[src/rtl/utf8_stream_decoder_if.sv]
// utf8_stream_decoder_if: byte-in / code-point-out stream handshake bundle
interface utf8_stream_decoder_if;
    logic        in_valid;
    logic        in_ready;
    logic [7:0]  in_byte;
    logic        in_last;
    logic        out_valid;
    logic        out_ready;
    logic [20:0] out_code_point;
    logic        out_error;
    logic        out_last;
    modport master (
        output in_valid, in_byte, in_last, out_ready,
        input  in_ready, out_valid, out_code_point, out_error, out_last
    );
    modport slave (
        input  in_valid, in_byte, in_last, out_ready,
        output in_ready, out_valid, out_code_point, out_error, out_last
    );
endinterface

[src/rtl/utf8_stream_decoder.sv]
// utf8_stream_decoder: streaming UTF-8 to code point decoder with error handling and output FIFO
module utf8_stream_decoder #(
    parameter int ERR_MODE  = 1,
    parameter int OUT_DEPTH = 4,
    parameter int ERR_CNT_W = 16
) (
    input  logic                 clock,
    input  logic                 reset,
    utf8_stream_decoder_if.slave s,
    output logic                 halted,
    output logic                 busy,
    output logic [ERR_CNT_W-1:0] err_count
);
    localparam int AW = $clog2(OUT_DEPTH);
    localparam int CW = AW + 1;
    localparam bit SUB = (ERR_MODE != 0);
    typedef enum logic [1:0] {IDLE, NEED1, NEED2, NEED3} state_t;
    state_t        state, state_n;
    logic [20:0]   acc, acc_n, acc_sh, cp;
    logic [7:0]    lo, hi, lo_n, hi_n, b, rp_byte;
    logic          reproc, reproc_n, rp_last, b_last;
    logic          space, fire, pop, push, err, retry, cp_last, wr_en;
    logic [22:0]   wr_data;
    logic [22:0]   mem [OUT_DEPTH];
    logic [AW-1:0] wr_ptr, rd_ptr;
    logic [CW-1:0] count;
    assign space      = count != CW'(OUT_DEPTH);
    assign s.in_ready = space && !halted && !reproc;
    assign fire       = reproc ? space && !halted : s.in_valid && s.in_ready;
    assign b          = reproc ? rp_byte : s.in_byte;
    assign b_last     = reproc ? rp_last : s.in_last;
    assign acc_sh     = {acc[14:0], b[5:0]};
    assign pop        = s.out_valid && s.out_ready;
    assign busy       = state != IDLE;
    always_comb begin
        state_n  = state;
        acc_n    = acc;
        lo_n     = lo;
        hi_n     = hi;
        reproc_n = reproc;
        push     = 1'b0;
        err      = 1'b0;
        retry    = 1'b0;
        cp       = acc_sh;
        cp_last  = b_last;
        if (fire) begin
            reproc_n = 1'b0;
            if (state == IDLE) begin
                if (!b[7]) begin
                    push = 1'b1;
                    cp   = {13'd0, b};
                end else if (b >= 8'hC2 && b <= 8'hDF) begin
                    state_n = NEED1;
                    acc_n   = {16'd0, b[4:0]};
                    lo_n    = 8'h80;
                    hi_n    = 8'hBF;
                end else if (b[7:4] == 4'hE) begin
                    state_n = NEED2;
                    acc_n   = {17'd0, b[3:0]};
                    lo_n    = b == 8'hE0 ? 8'hA0 : 8'h80;
                    hi_n    = b == 8'hED ? 8'h9F : 8'hBF;
                end else if (b >= 8'hF0 && b <= 8'hF4) begin
                    state_n = NEED3;
                    acc_n   = {18'd0, b[2:0]};
                    lo_n    = b == 8'hF0 ? 8'h90 : 8'h80;
                    hi_n    = b == 8'hF4 ? 8'h8F : 8'hBF;
                end else begin
                    err = 1'b1;
                end
            end else if (b >= lo && b <= hi) begin
                acc_n   = acc_sh;
                lo_n    = 8'h80;
                hi_n    = 8'hBF;
                push    = state == NEED1;
                state_n = state == NEED3 ? NEED2 : state == NEED2 ? NEED1 : IDLE;
            end else begin
                // the offending byte is held back and replayed as a lead byte next cycle
                err      = 1'b1;
                retry    = 1'b1;
                state_n  = IDLE;
                reproc_n = SUB;
            end
            if (!retry && b_last && state_n != IDLE) begin
                err     = 1'b1;
                state_n = IDLE;
            end
        end
        wr_en   = push || (err && SUB);
        wr_data = err ? {1'b1, b_last && !retry, 21'h00FFFD} : {1'b0, cp_last, cp};
    end
    always_ff @(posedge clock) begin
        if (reset) begin
            state     <= IDLE;
            acc       <= '0;
            lo        <= '0;
            hi        <= '0;
            reproc    <= 1'b0;
            rp_byte   <= '0;
            rp_last   <= 1'b0;
            wr_ptr    <= '0;
            rd_ptr    <= '0;
            count     <= '0;
            halted    <= 1'b0;
            err_count <= '0;
        end else begin
            state  <= state_n;
            acc    <= acc_n;
            lo     <= lo_n;
            hi     <= hi_n;
            reproc <= reproc_n;
            if (fire) begin
                rp_byte <= b;
                rp_last <= b_last;
            end
            if (wr_en) wr_ptr <= wr_ptr + 1'b1;
            if (pop) rd_ptr <= rd_ptr + 1'b1;
            count <= count + CW'(wr_en) - CW'(pop);
            if (err) begin
                halted    <= halted || !SUB;
                err_count <= &err_count ? err_count : err_count + ERR_CNT_W'(1);
            end
        end
    end
    always_ff @(posedge clock) if (wr_en) mem[wr_ptr] <= wr_data;
    assign s.out_valid      = count != '0;
    assign s.out_code_point = s.out_valid ? mem[rd_ptr][20:0] : '0;
    assign s.out_last       = s.out_valid && mem[rd_ptr][21];
    assign s.out_error      = s.out_valid && mem[rd_ptr][22];
endmodule

[src/flat_wrapper.sv]
// flat-port wrapper written by rule: the top's interface ports become plain ports
module utf8_stream_decoder_flat 
#(
    parameter int ERR_MODE  = 1,
    parameter int OUT_DEPTH = 4,
    parameter int ERR_CNT_W = 16
)
  (clock, reset, halted, busy, err_count, s_in_valid, s_in_byte, s_in_last, s_out_ready, s_in_ready, s_out_valid, s_out_code_point, s_out_error, s_out_last);
  utf8_stream_decoder_if s_i ();
  input  logic clock;
  input  logic reset;
  output logic halted;
  output logic busy;
  output logic [ERR_CNT_W-1:0] err_count;
  input wire logic [$bits(s_i.in_valid)-1:0] s_in_valid;
  input wire logic [$bits(s_i.in_byte)-1:0] s_in_byte;
  input wire logic [$bits(s_i.in_last)-1:0] s_in_last;
  input wire logic [$bits(s_i.out_ready)-1:0] s_out_ready;
  output wire logic [$bits(s_i.in_ready)-1:0] s_in_ready;
  output wire logic [$bits(s_i.out_valid)-1:0] s_out_valid;
  output wire logic [$bits(s_i.out_code_point)-1:0] s_out_code_point;
  output wire logic [$bits(s_i.out_error)-1:0] s_out_error;
  output wire logic [$bits(s_i.out_last)-1:0] s_out_last;
  assign s_i.in_valid = s_in_valid;
  assign s_i.in_byte = s_in_byte;
  assign s_i.in_last = s_in_last;
  assign s_i.out_ready = s_out_ready;
  assign s_in_ready = s_i.in_ready;
  assign s_out_valid = s_i.out_valid;
  assign s_out_code_point = s_i.out_code_point;
  assign s_out_error = s_i.out_error;
  assign s_out_last = s_i.out_last;
  utf8_stream_decoder #(.ERR_MODE(ERR_MODE), .OUT_DEPTH(OUT_DEPTH), .ERR_CNT_W(ERR_CNT_W)) u_core (.clock(clock), .reset(reset), .s(s_i), .halted(halted), .busy(busy), .err_count(err_count));
endmodule
[config.mk]
export PLATFORM = sky130hd
export DESIGN_NAME = utf8_stream_decoder_flat
export DESIGN_NICKNAME = d
export VERILOG_FILES = /design/src/rtl/utf8_stream_decoder_if.sv /design/src/rtl/utf8_stream_decoder.sv /design/src/flat_wrapper.sv
export SDC_FILE = /design/constraint.sdc
export NUM_CORES = 1
export LEC_CHECK = 0
export CAP_MARGIN = 0
export CORE_MARGIN = 8
export CORE_UTILIZATION = 45
export CTS_CLUSTER_DIAMETER = 40
export DETAILED_ROUTE_END_ITERATION = 8
export HOLD_SLACK_MARGIN = 0.12
export MAX_ROUTING_LAYER = met4
export PLACE_DENSITY = 0.62
export SLEW_MARGIN = 40
export SYNTH_ARGS = -nofsm -noshare
export SYNTH_HDL_FRONTEND = slang
export SYNTH_SLANG_ARGS = --single-unit
[constraint.sdc]
create_clock -name clock -period 5.4 [get_ports clock]
set_clock_uncertainty 0.1 [all_clocks]
set_input_delay 1.62 -clock clock [delete_from_list [all_inputs] [get_ports clock]]
set_output_delay 1.62 -clock clock [all_outputs]
set_load 0.03 [all_outputs]
==> results of run 1 <==
final timing paths:
check / start / end / slack, ns
max: s_in_byte[3] / u_core.count[2] / 0.35
min: u_core.acc[13] / u_core.acc[13] / 0.37
max reg2reg: u_core.reproc / u_core.count[2] / 0.91
min reg2reg: u_core.acc[13] / u_core.acc[13] / 0.37
worst register-to-register path, stage by stage (launching register included):
cell,delay (ns)
dfxtp_1,0.82
buf_4,0.29
mux2i_4,0.25
inv_2,0.06
ha_1,0.31
nand3_1,0.09
nand3_1,0.09
a221o_1,0.35
a21o_1,0.19
mux2_2,0.29
o31ai_4,0.21
inv_2,0.06
ha_1,0.30
inv_1,0.06
ha_1,0.13
inv_1,0.05
fa_1,0.37
xor2_1,0.17
xnor2_1,0.13
nor2_1,0.05
cells by family after synthesis:
logic type      synth area share (%)
fa+ha+maj                       3.26
flops                           57.8
simple gates                    16.5
compound gates                  7.39
mux                             11.1
xor+xnor                       0.519
buf+inv                         3.39
other cells                   0.0555
metrics by stage:
stage	hold slack [ns]	instances	cell area, um^2	setup WS [ns]
final	0.369	825	8210	0.352
after global routing	0.390	825	8210	0.175
after floorplan	0.341	556	6750	0.279
after detailed placement	0.364	793	7650	-0.0761
after global placement	0.351	793	7650	-0.0110
after CTS	0.376	825	8210	0.367
layout make-up:
cell class | instances | area share (%)
Sequential cell | 149 | 47.5
Multi-Input combinational cell | 355 | 31.9
Timing Repair Buffer | 85 | 9.99
Clock buffer | 20 | 5.32
Tap cell | 184 | 2.80
Clock inverter | 12 | 1.54
Inverter | 20 | 0.914
synthesized netlist by cell type (8+ instances only):
master    instances
nand3_1          21
mux4_2           23
mux2i_1          15
nand2b_1         19
or3_1             8
and2_1           31
ha_1             16
edfxtp_1         92
a211oi_1         12
inv_1            18
a21oi_1          26
and3_1           11
nand2_1          41
nor4_1            8
nor2_1           53
clkbuf_1         15
dfxtp_1          57
cell usage in the layout (no fill, tap or decap), types with 5 or more instances in the layout:
master / netlist / final
a211oi_1: 12 / 12
a21oi_1: 26 / 26
and2_1: 31 / 31
and3_1: 11 / 11
buf_4: 5 / 28
clkbuf_16: 0 / 17
clkdlybuf4s50_1: 0 / 53
dfxtp_1: 57 / 57
edfxtp_1: 92 / 92
ha_1: 16 / 16
inv_1: 18 / 18
mux2i_1: 15 / 15
mux4_2: 23 / 23
nand2_1: 41 / 41
nand2b_1: 19 / 19
nand3_1: 21 / 21
nor2_1: 53 / 53
nor4_1: 8 / 8
o21ai_0: 6 / 6
o21ai_1: 5 / 5
o31ai_1: 5 / 5
or3_1: 8 / 7
or4_1: 5 / 5
metal layers:
metal	GRT usage (%)	part of all wire, %
met1	19.6	46
met4	6.52	1.5
met3	3.56	4.6
met5	-	0
met2	24.8	48
registers in the layout (all words and copies together), names as in the netlist, named ones only:
| register | count |
|---|---|
| u_core.reproc | 1 |
| u_core.count | 3 |
| u_core.wr_ptr | 2 |
| u_core.mem | 92 |
| u_core.rp_byte | 8 |
| u_core.rd_ptr | 2 |
| u_core.rp_last | 1 |
| u_core.acc | 15 |
| u_core.lo | 2 |
| u_core.err_count | 16 |
| u_core.state | 2 |
| u_core.hi | 3 |
report_power, final:
group | switching (mW) | internal, mW | leakage (nW)
logic | 0.607 | 0.478 | 1.28
clock network | 0.448 | 0.679 | 0.275
registers | 0.0486 | 1.35 | 1.32
total | 1.10 | 2.50 | 2.88
==> results.md, run 1 <==
- Final GP Congestion: 0.894
- CTS tree: done
- Antenna cell count: 0
- Worst VDD drop: approximately 0.23 mV
- Layout cells sized above 1: 15.4%
- Syn avg cell area: 12.1 um^2
- Most used DFF post-synth: edfxtp_1
- Number of global-route vias before repair: 4510
- Total routed wirelength: approximately 15000 um
- Critical path arrival: approximately 5.2 ns
- Vias per inst: 5.52
- DIE AREA: 0.0192 mm^2
- Reg2Reg Depth: 19
- Synth Warn #: 0
- Initial antenna violation count: 0
- Largest net degree at the start of global routing: 65
- Mapped Nets: about 600
- HP Class: reg -> reg
- GR Overflow Total: 0
- Setup bufs post-CTS: 0
- Sequential area share after synthesis: between 50% and 60%
- CP endpoint kind: flop
- Synthesized cell area: a little under 0.007 mm^2
- Rel. slew slack: between 40% and 50%
- Boundary Pins: 56
- Async set-or-reset flop fraction in the synthesized netlist: 0%
- Number of synthesized register bits: 149
- IO buf count: 54
- Final ANT Viol Nets: 0
- Outcome: finished clean
- WS Path Type: in -> reg
- DR WL/cell: 17.7 um
- Sequential Area: roughly 0.0039 mm^2
- Critical-path cell with the highest stage delay: clkdlybuf4s50_1
- GRT Total Usage: approximately 16%
- Slew Limit Fails: 0
- Tightest Pin Transition: 0.769 ns
- Fmax: between 150 and 200 MHz
- Pwr Total: 3.61 mW
- Hold path depth: 2
- Lkg Pwr: 2.88 nW
- Max-cap check violation count: 0
- Num CTS Buffers: 17
- Multi-input gate area: about 0.0026 mm^2
- Largest delay share family, worst path: adder cells
- First-pass GRT wire length: 23800 um
- # clock sinks: around 150
- Crit path time final: 5.05 ns
- Cts hold-fix bufs: 0
- Post-synth EDFFs: 92
- CTS Buffer Depth: 2
- CP Data Required Time: 5.57 ns
- Final Hold Viols: 0
- CP max FO: 4
- Die width: approximately 140 um
- Crit path launch type: input port
- Final Core Density: ~56%
- Reg clk slew, reported paths: 0.05 ns
- Starting DRC count in detailed routing: 273
- Initial core utilization: 46.3%
- Yosys top cell area share: about two fifths
- Remaining DRCs: 0
- Vias after detailed routing: 4552
- Pwr/cell area: 439 mW/mm^2
- Final-report setup violation count: 0
- Final net count: 658
- Row count: 44
- Crit path buffers/inverters: 5
- Slowest stage delay, CP: 0.43 ns
- Critical-path cell list: clkdlybuf4s50_1 > mux2i_1 > inv_1 > ha_1 > a21oi_1 > nand3_1 > a221o_1 > a21o_1 > mux2_2 > o31ai_4 > inv_2 > ha_1 > inv_1 > ha_1 > inv_1 > fa_1 > xor2_1 > xnor2_1 > nor2_1
- Area leader, netlist: edfxtp_1
- Final Cycle Share: 93.5%
- Number of cells on the critical path: 19
- Area Overhead vs Synth: 21.6%
- Clk_lat worst skew: 0.42 ns
- Setup TNS Final: 0 ns
- Root Buffer: clkbuf_16
- Yosys cell types: 56
- Die Y-Extent: about 140 um
- Filler cell count: around 1200
- Synth Instances: 556
- H-tree Lvls: 4
- PostCTS Resize Cnt: 0
- HPWL Detailed: just under 10000 um
- Largest cells by area after synthesis: edfxtp_1 (41%), dfxtp_1 (17%), mux4_2 (7.7%)
- First drt pass iteration count: 4
- Core area: 0.0146 mm^2
- RSZ-0062 raised after global routing: no
Note: power is estimated with default switching activity, not from simulation.
==> run 2, diff against run 1 <==
Settings changed: CAP_MARGIN 0 to default.
==> results of run 2 <==
Final layout, timing and power as in run 1 (identical DEF).
==> run 3, diff against run 2 <==
Settings changed: PLACE_DENSITY 0.62 to default, PLACE_DENSITY_LB_ADDON from default to 0.05, SLEW_MARGIN 40 to default.
Clock period 5.4 ns to 5.03 ns, I/O delays scaled along.
==> run 3 against run 2 <==
  * Via count down 0.22%
  * Routed wire length increased by 0.92%
  * Die area unchanged
  * Register-to-register slack got worse by 0.25 ns
  * Final area up 1.4%
  * First-iteration DRC count down 1.5%
  * Utilization increased by 0.80 points
  * Global-route usage barely moved
  * Sequential power increased by 7%
  * Total power rose by 6.9%
  * Sequential cell count did not move
  * Largest power group unchanged
==> results.md, run 3 (same netlist as run 1, synthesis figures left out) <==
- CTS Buffer Depth: 2 (unchanged)
- Total routed wirelength: 14800 um (was 14600 um)
- Max reg flops: 92 (unchanged)
- Area Overhead vs Synth: 23.4% (was 21.6%)
- Most flops, register: u_core.mem (unchanged)
- Max-cap check violation count: 0 (unchanged)
- Die width: 138 um (unchanged)
- Commonest cells after routing, fill and taps aside: edfxtp_1 (92), dfxtp_1 (57), nor2_1 (53), clkdlybuf4s50_1 (53), nand2_1 (41) (unchanged)
- Crit path launch type: input port (unchanged)
- Vias per inst: 5.45 (was 5.52)
- Pwr/cell area: 463 mW/mm^2 (was 439 mW/mm^2)
- Setup TNS Final: 0 ns (unchanged)
- Die Y-Extent: 138 um (unchanged)
- CP Data Required Time: 5.23 ns (was 5.57 ns)
- DIE AREA: 0.0192 mm^2 (unchanged)
- Number of global-route vias before repair: 4548 (was 4510)
- Tightest Pin Transition: 0.834 ns (was 0.769 ns)
- Critical path arrival: 5.06 ns (was 5.22 ns)
- Row count: 44 (unchanged)
- Final net count: 666 (was 658)
- Lkg Pwr: 2.92 nW (was 2.88 nW)
- WS Path Type: in -> reg (unchanged)
- CP endpoint kind: flop (unchanged)
- Clk_lat worst skew: 0.41 ns (was 0.42 ns)
- Final Cycle Share: 96.6%
- CTS tree: done (unchanged)
- Num CTS Buffers: 17 (unchanged)
- Cts hold-fix bufs: 0 (unchanged)
- Outcome: finished clean (unchanged)
- IO buf count: 54 (unchanged)
- Final GP Congestion: 0.854 (was 0.894)
- Initial antenna violation count: 0 (unchanged)
- # clock sinks: 149 (unchanged)
- Fmax: 206 MHz
- Final instance area: 0.00833 mm^2 (was 0.00821 mm^2)
- Core area: 0.0146 mm^2 (unchanged)
- HPWL Detailed: 9870 um (was 9620 um)
- Commonest non-fill, non-tap cell in the layout: edfxtp_1 (unchanged)
- CP max FO: 3 (was 4)
- GR Overflow Total: 0 (unchanged)
- Final ANT Viol Nets: 0 (unchanged)
- Final Hold Viols: 0 (unchanged)
- Largest net degree at the start of global routing: 52 (was 65)
- Starting DRC count in detailed routing: 269 (was 273)
- Vias after detailed routing: 4542 (was 4552)
- First drt pass iteration count: 4 (unchanged)
- Layout cells sized above 1: 17.3% (was 15.4%)
- Initial core utilization: 46.3% (unchanged)
- GRT Total Usage: 15.9% (about the same)
- Root Buffer: clkbuf_16 (unchanged)
- Boundary Pins: 56 (unchanged)
- HP Class: reg -> reg (unchanged)
- Antenna cell count: 0 (unchanged)
- Slew Limit Fails: 0 (unchanged)
- Final-report setup violation count: 0 (unchanged)
- Remaining DRCs: 0 (unchanged)
- DR WL/cell: 17.7 um (about the same)
- Post-placement cell area: 0.00770 mm^2 (was 0.00765 mm^2)
- Filler cell count: 1222 (was 1226)
- First-pass GRT wire length: 23700 um (was 23800 um)
- Worst VDD drop: 0.269 mV (was 0.228 mV)
- Largest regs: u_core.mem (92), u_core.err_count (16), u_core.acc (15) (unchanged)
- Reg clk slew, reported paths: 0.06 ns (was 0.05 ns)
- H-tree Lvls: 4 (unchanged)
- Crit path time final: just under 5 ns
- Rel. slew slack: 44.4% (was 48.7%)
-- run 3: cell types whose count changed in the layout (fill, tap and decap cells not counted), sizes merged --
cell / delta
clkinvlp: -1
bufinv: -1
clkbuf: +3
inv: -4
buf: +8
clkinv: +3
-- run 3: timing repair --
| item | in CTS | in global routing |
|---|---|---|
| endpoints found under the setup margin | 0 | 1 |
| setup buffers | 0 | 2 |
| gates resized for setup | 0 | 9 |
-- run 3: final cells by class --
type | count | area [um^2] | area share [%]
timing repair buffer | 93 | 891 | 10.7
clock buffer | 23 | 468 | 5.62
clock inverter | 9 | 78.8 | 0.946
tap | 184 | 230 | 2.76
multi-input combinational | 355 | 2680 | 32.2
inverter | 20 | 75.1 | 0.901
sequential | 149 | 3900 | 46.9
-- run 3: routing by layer --
layer / up-vias / global-route usage (%) / routed length (um)
met3: 13 / 3.90 / 515
met5: - / - / 0
met2: 82 / 25.3 / 7180
met1: 2243 / 19.7 / 6940
li1: 2204 / - / -
met4: 0 / 4.63 / 129
-- run 3: worst max-delay path, stage by stage --
cell             delay [ns]
clkdlybuf4s50_1        0.41
mux2_2                 0.28
ha_1                   0.32
nand4b_1               0.10
nand3_1                0.08
a221o_1                0.35
a21o_1                 0.19
buf_4                  0.15
a211oi_4               0.29
o31ai_4                0.13
inv_2                  0.10
ha_4                   0.20
inv_1                  0.05
ha_1                   0.12
inv_1                  0.05
fa_2                   0.37
xor2_2                 0.16
xnor2_1                0.15
nor2_1                 0.05
-- run 3: worst paths after layout --
kind / start / to / slack [ns] / depth (start not counted)
hold reg to reg: u_core.acc[11] / u_core.acc[11] / 0.36 / 2
hold / removal: u_core.acc[11] / u_core.acc[11] / 0.36 / 2
setup / recovery: s_in_byte[1] / u_core.count[2] / 0.17 / 19
setup reg to reg: u_core.reproc / u_core.count[2] / 0.66 / 19
-- run 3: stage by stage --
| stage | util (%) | hold slack (ns) | setup WS [ns] | power, mW | cells |
|---|---|---|---|---|---|
| final | 57.1 | 0.362 | 0.169 | 3.85 | 833 |
| after global routing | 57.1 | 0.384 | -0.0167 | 4.04 | 833 |
| after CTS | 56.6 | 0.366 | 0.0766 | 3.88 | 831 |
| after detailed placement | 52.8 | 0.356 | -0.360 | 2.71 | 799 |
| after global placement | 52.8 | 0.350 | -0.251 | 2.69 | 799 |
| after floorplan | - | 0.341 | 0.0197 | 2.28 | 556 |
-- run 3: power breakdown --
group / switching (mW) / internal (mW)
Combinational: 0.654 / 0.531
Clock: 0.469 / 0.703
Sequential: 0.0511 / 1.45
